==> src/rtl/ps2_scan_receiver.sv <==
// ps2_scan_receiver: PS/2 keyboard frame deserialiser folding E0/F0 prefixes into held 16-bit key words
module ps2_scan_receiver #(
  parameter int HOLD    = 18,
  parameter int TIMEOUT = 5000
) (
  input  logic        clk,
  input  logic        rst,
  input  logic        ps2_clk,
  input  logic        ps2_data,
  output logic [15:0] code,
  output logic        valid,
  output logic        busy,
  output logic [7:0]  err_cnt
);
  localparam int HW = $clog2(HOLD + 1);
  typedef enum logic [1:0] {IDLE, DATA, PARITY, STOP} state_t;
  state_t        state_q, state_d;
  logic [2:0]    pc_q;
  logic [1:0]    pd_q;
  logic [2:0]    cnt_q, cnt_d;
  logic [7:0]    sh_q, sh_d;
  logic          par_q, par_d;
  logic [15:0]   tmo_q, tmo_d;
  logic          ext_q, ext_d, brk_q, brk_d;
  logic [15:0]   code_q, code_d;
  logic          valid_q, valid_d;
  logic [HW-1:0] hold_q, hold_d;
  logic [7:0]    err_q, err_d;
  logic          fe, d;
  assign fe = !pc_q[1] && pc_q[2];
  assign d  = pd_q[1];
  always_ff @(posedge clk or posedge rst) begin
    if (rst) begin
      pc_q    <= 3'b111;
      pd_q    <= 2'b11;
      state_q <= IDLE;
      cnt_q   <= '0;
      sh_q    <= '0;
      par_q   <= 1'b0;
      tmo_q   <= '0;
      ext_q   <= 1'b0;
      brk_q   <= 1'b0;
      code_q  <= '0;
      valid_q <= 1'b0;
      hold_q  <= '0;
      err_q   <= '0;
    end else begin
      pc_q    <= {pc_q[1:0], ps2_clk};
      pd_q    <= {pd_q[0], ps2_data};
      state_q <= state_d;
      cnt_q   <= cnt_d;
      sh_q    <= sh_d;
      par_q   <= par_d;
      tmo_q   <= tmo_d;
      ext_q   <= ext_d;
      brk_q   <= brk_d;
      code_q  <= code_d;
      valid_q <= valid_d;
      hold_q  <= hold_d;
      err_q   <= err_d;
    end
  end
  always_comb begin
    state_d = state_q;
    cnt_d   = cnt_q;
    sh_d    = sh_q;
    par_d   = par_q;
    ext_d   = ext_q;
    brk_d   = brk_q;
    valid_d = 1'b0;
    hold_d  = hold_q != '0 ? hold_q - HW'(1) : hold_q;
    code_d  = hold_q == HW'(1) ? 16'h0 : code_q;
    err_d   = err_q;
    if (fe) begin
      case (state_q)
        IDLE: if (!d) begin
          state_d = DATA;
          sh_d    = '0;
          cnt_d   = '0;
        end
        DATA: begin
          sh_d    = {d, sh_q[7:1]};
          cnt_d   = cnt_q + 3'd1;
          state_d = cnt_q == 3'd7 ? PARITY : DATA;
        end
        PARITY: begin
          par_d   = d;
          state_d = STOP;
        end
        default: begin
          state_d = IDLE;
          if (d && (^sh_q ^ par_q)) begin
            ext_d = sh_q == 8'hE0 ? 1'b1 : (sh_q == 8'hF0 ? ext_q : 1'b0);
            brk_d = sh_q == 8'hF0 ? 1'b1 : (sh_q == 8'hE0 ? brk_q : 1'b0);
            if (sh_q != 8'hE0 && sh_q != 8'hF0 && sh_q != 8'h00) begin
              code_d  = {6'b0, ext_q, brk_q, sh_q};
              valid_d = 1'b1;
              hold_d  = HW'(HOLD);
            end
          end else begin
            ext_d = 1'b0;
            brk_d = 1'b0;
            err_d = err_q == 8'hFF ? err_q : err_q + 8'd1;
          end
        end
      endcase
    end else if (state_q != IDLE && tmo_q == 16'(TIMEOUT)) begin
      state_d = IDLE;
      ext_d   = 1'b0;
      brk_d   = 1'b0;
      err_d   = err_q == 8'hFF ? err_q : err_q + 8'd1;
    end
    tmo_d = (fe || state_d == IDLE) ? 16'h0 : tmo_q + 16'd1;
  end
  assign code    = code_q;
  assign valid   = valid_q;
  assign busy    = state_q != IDLE;
  assign err_cnt = err_q;
endmodule

==> config.mk <==
export PLATFORM = sky130hd
export DESIGN_NAME = ps2_scan_receiver
export DESIGN_NICKNAME = d
export VERILOG_FILES = /design/src/rtl/ps2_scan_receiver.sv
export SDC_FILE = /design/constraint.sdc
export NUM_CORES = 1
export LEC_CHECK = 0
export ABC_CLOCK_PERIOD_IN_PS = 3020
export CAP_MARGIN = 20
export CORE_UTILIZATION = 48
export DETAILED_ROUTE_END_ITERATION = 8
export HOLD_SLACK_MARGIN = 0.06
export PLACE_DENSITY = 0.69
export SETUP_SLACK_MARGIN = 0.15
export SKIP_LAST_GASP = 1
export SLEW_MARGIN = 20
export SYNTH_ARGS = -nofsm -noshare
export SYNTH_HDL_FRONTEND = slang
export SYNTH_SLANG_ARGS = --single-unit
==> constraint.sdc <==
create_clock -name clk -period 3.02 [get_ports clk]
set_clock_uncertainty 0.15 [all_clocks]
set_input_delay 0.906 -clock clk [delete_from_list [all_inputs] [get_ports clk]]
set_output_delay 0.906 -clock clk [all_outputs]
set_load 0.005 [all_outputs]
==> impl_metrics.py <==
metrics = {
    "detailed_routing": {
        "drc": 0,
        "num_vias": 2074,
        "dr_wl_met2_mm": 2.30,
        "route.layer.met1.wl_mm": 2.62,
        "highest_layer": "met4",
        "wl_met3_um": 148,
        "drt_wl_total_mm": 5.16,
        "ant_nets": 0,
        "dr.pass1.iters": 4,
        "drt_iter0_drc": 122,
        "post_drt_wl_per_cell_um": 12.7,
        "vias_per_cell": 5.11,
    },
    "logic_synthesis": {
        "ys_seq_elements": 67,
        "avgSynthCellArea_um2": 10.5,
        "synth.area.mux_share": 0.0122,
        "synth_cell_type_count": 39,
        "synthesis.nets": 311,
        "synth_top_family_by_area": "simple AND/OR/NAND/NOR gates",
        "synth_fa_ha_area_frac": 0.0610,
        "syn_inst": 292,
        "synth_simple_gate_area_frac": 0.183,
        "ys_warn_count": 0,
        "synthXorXnorAreaFrac": 0.0757,
        "ys_seq_area_frac": 0.547,
        "synth_compound_area_frac": 0.0858,
        "syn_area_um2": 3080,
    },
    "die": {
        "die-area_um2": 6730,
        "core-area_um2": 6060,
        "placement_rows": 28,
        "die_x_um": 82.0,
        "start_util": 0.507,
        "fp.dieH_um": 82.0,
        "io_pins": 30,
    },
    "global_route": {
        "antenna_found_initial": 0,
        "grt_pass1_vias": 1944,
        "grt_overflow": 0,
        "grt_pass1_wl_mm": 8.97,
        "grt_use_total": 0.180,
        "grt_max_degree": 68,
    },
    "run_status": {
        "outcome": "completed",
    },
    "timing": {
        "finalSetupViolations": 0,
        "slew_headroom": 0.513,
        "finalSetupTns_ns": 0,
        "finalCriticalPeriod_ns": 2.69,
        "max_freq_mhz": 372,
        "slew_viol_final": 0,
        "rsz0062_at_grt": "false",
        "hold_viol": 0,
        "worst_slew_pin_slew_ns": 0.726,
        "period_share": 0.890,
    },
    "worst_setup_path": {
        "end_kind": "primary output",
        "cp_num_buf_inv": 1,
        "cpLargestDelayFamily": "flip-flops",
        "cp.depth": 2,
        "r2r_cells": 9,
        "cp_max_fo": 10,
        "slowest_stage": "dfrtp_1",
        "critPathLaunchType": "flip-flop",
        "crit_type": "flip-flop to primary output",
        "max_stage_delay_ns": 0.48,
        "cp.arrival_ns": 1.63,
        "cp_cell_sequence": "or2_2 -> clkdlybuf4s50_1",
        "cp.required_ns": 1.96,
    },
    "place": {
        "portBuffers": 29,
        "place_congestion": 0.766,
        "hpwl_mm": 3.45,
    },
    "layout": {
        "ff_latch_area_um2": 1680,
        "nets": 345,
        "synthToLayoutAreaGrowth_pct": 18.4,
        "multiInputGateArea_um2": 1280,
        "drive_above_1_share": 0.0997,
        "n_antenna_cell": 0,
        "fillers": 505,
    },
    "cts": {
        "clock-sinks": 67,
        "cts_root_buf": "clkbuf_8",
        "tritoncts": "built",
        "clk_path_buf_depth": 2,
        "postCtsHoldBufs": 0,
        "cts.clk_slew.worst_paths_ns": 0.07,
        "cts_max_level": 3,
        "cts-resized-gates": 0,
        "clock_latency_ns": 0.34,
        "cts_setup_buffers": 0,
        "cts_buffers": 9,
    },
    "flow_run": {
        "max-cap-violations": 0,
    },
    "power_and_ir_drop": {
        "power_w": 0.00209,
        "p_leak_nw": 1.65,
        "power_density_nw_per_um2": 575,
        "vdd.ir_drop.worst_mv": 0.394,
    },
    "hold_path": {
        "min_path_cells": 0,
        "min_path_type": "flip-flop to flip-flop",
    },
}
## placed cells by master (no fill, tap or decap), drive strengths merged, types with 2 or more instances in the layout
cell | netlist | final
xnor2 | 10 | 10
ha | 15 | 15
clkinv | 0 | 3
buf | 3 | 2
clkbuf | 5 | 11
a22o | 10 | 10
clkdlybuf4s50 | 0 | 29
nand2 | 39 | 39
inv | 18 | 18
and2 | 7 | 7
or2 | 3 | 3
xor2 | 14 | 14
mux2 | 3 | 3
nand4 | 4 | 4
dfrtp | 62 | 62
and3 | 4 | 4
dfstp | 5 | 5
nand2b | 4 | 4
or3 | 3 | 3
nor2 | 26 | 26
o21ai | 20 | 20
nand3 | 11 | 11
nor3 | 7 | 7
a21oi | 6 | 6
## sequential cells by signal, summed over array words and instances (netlist names)
| name | flops |
|---|---|
| hold_q | 5 |
| pd_q | 2 |
| cnt_q | 3 |
| state_q | 2 |
| brk_q | 1 |
| code | 16 |
| valid | 1 |
| err_cnt | 8 |
| tmo_q | 16 |
| ext_q | 1 |
| pc_q | 3 |
| sh_q | 8 |
| par_q | 1 |
## worst reg2reg max path, stage by stage, from the launching register on
cell and delay, ns:
dfrtp_1 0.40, inv_1 0.06, ha_1 0.30, xnor3_1 0.34, xnor2_1 0.14, nand3_1 0.18, a311oi_2 0.42, buf_4 0.29
nand2b_1 0.15, nor2_1 0.05
## cells in the mapped netlist
library cell,n,share of area
a211o_1,1,0.0028
a21oi_1,6,0.0098
a22o_1,10,0.028
a311oi_2,1,0.0049
and2_1,7,0.014
and3_1,4,0.0081
buf_2,2,0.0033
buf_6,1,0.0037
clkbuf_1,5,0.0061
dfrtp_1,62,0.50
dfstp_2,5,0.043
ha_1,15,0.061
inv_1,18,0.022
mux2_2,2,0.0073
mux2_4,1,0.0049
nand2_1,39,0.048
nand2b_1,4,0.0081
nand3_1,11,0.018
nand4_1,4,0.0081
nand4b_1,1,0.0028
nor2_1,26,0.032
nor2b_1,1,0.0020
nor3_1,7,0.011
nor4_2,1,0.0041
nor4b_2,1,0.0049
o211ai_1,1,0.0024
o21a_1,1,0.0024
o21ai_0,19,0.031
o21ai_1,1,0.0016
o31ai_1,1,0.0024
or2_2,2,0.0041
or2_4,1,0.0028
or3_1,3,0.0061
or3b_2,1,0.0028
or4_1,1,0.0024
or4bb_1,1,0.0037
xnor2_1,10,0.028
xnor3_1,1,0.0073
xor2_1,14,0.040
## report_power, final
part / internal [W] / total [W] / switching (W)
Clock: 0.000400 / 0.000734 / 0.000334
Combinational: 0.000143 / 0.000317 / 0.000174
Sequential: 0.000971 / 0.00104 / 0.0000704
Total: 0.00151 / 0.00209 / 0.000578
## cell families (layout without fill, tap and decap cells)
logic type                 Yosys count  in the layout
AOI/OAI and AO/OA                   41             41
xor gates and xnor gates            25             25
adders and majority gates           15             15
buffers and inverters               26             65
DFF                                 67             67
muxes                                3              3
and+or+nand+nor                    115            115
## path summary, 6_finish.rpt
kind / start / end / slack (ns)
max: state_q[1]$_DFF_PP0_ / busy / 0.33
min: pd_q[0]$_DFF_PP1_ / pd_q[1]$_DFF_PP1_ / 0.20
min reg2reg: pd_q[0]$_DFF_PP1_ / pd_q[1]$_DFF_PP1_ / 0.20
max reg2reg: sh_q[2]$_DFFE_PP0P_ / hold_q[2]$_DFF_PP0_ / 0.42
max in group asynchronous: rst / pd_q[0]$_DFF_PP1_ / 1.62
min in group asynchronous: rst / tmo_q[0]$_DFF_PP0_ / 0.80
## per-stage QoR
stage | util | std cells | worst slack [ns] | hold WS, ns | instance area [µm²]
after global routing | 0.601 | 406 | 0.181 | 0.212 | 3640
final | 0.601 | 406 | 0.331 | 0.201 | 3640
after detailed placement | 0.569 | 390 | 0.396 | 0.197 | 3450
after floorplan | - | 292 | 0.289 | 0.195 | 3080
after CTS | 0.601 | 406 | 0.323 | 0.205 | 3640
after global placement | 0.569 | 390 | 0.499 | 0.196 | 3450
## cell type report
| cell class | instances | area share |
|---|---|---|
| clock buffer | 11 | 0.0388 |
| clock inverter | 5 | 0.0144 |
| inverter | 18 | 0.0186 |
| multi-input combinational | 199 | 0.353 |
| sequential | 67 | 0.462 |
| tap | 75 | 0.0258 |
| timing repair buffer | 31 | 0.0873 |
## routing by layer
layer  global-route usage  vias up
met5                    0        -
met1                0.241      983
met4               0.0895        0
met3               0.0467        9
met2                0.269       33
li1                     -     1049
Power figures use the tool's default switching activity.
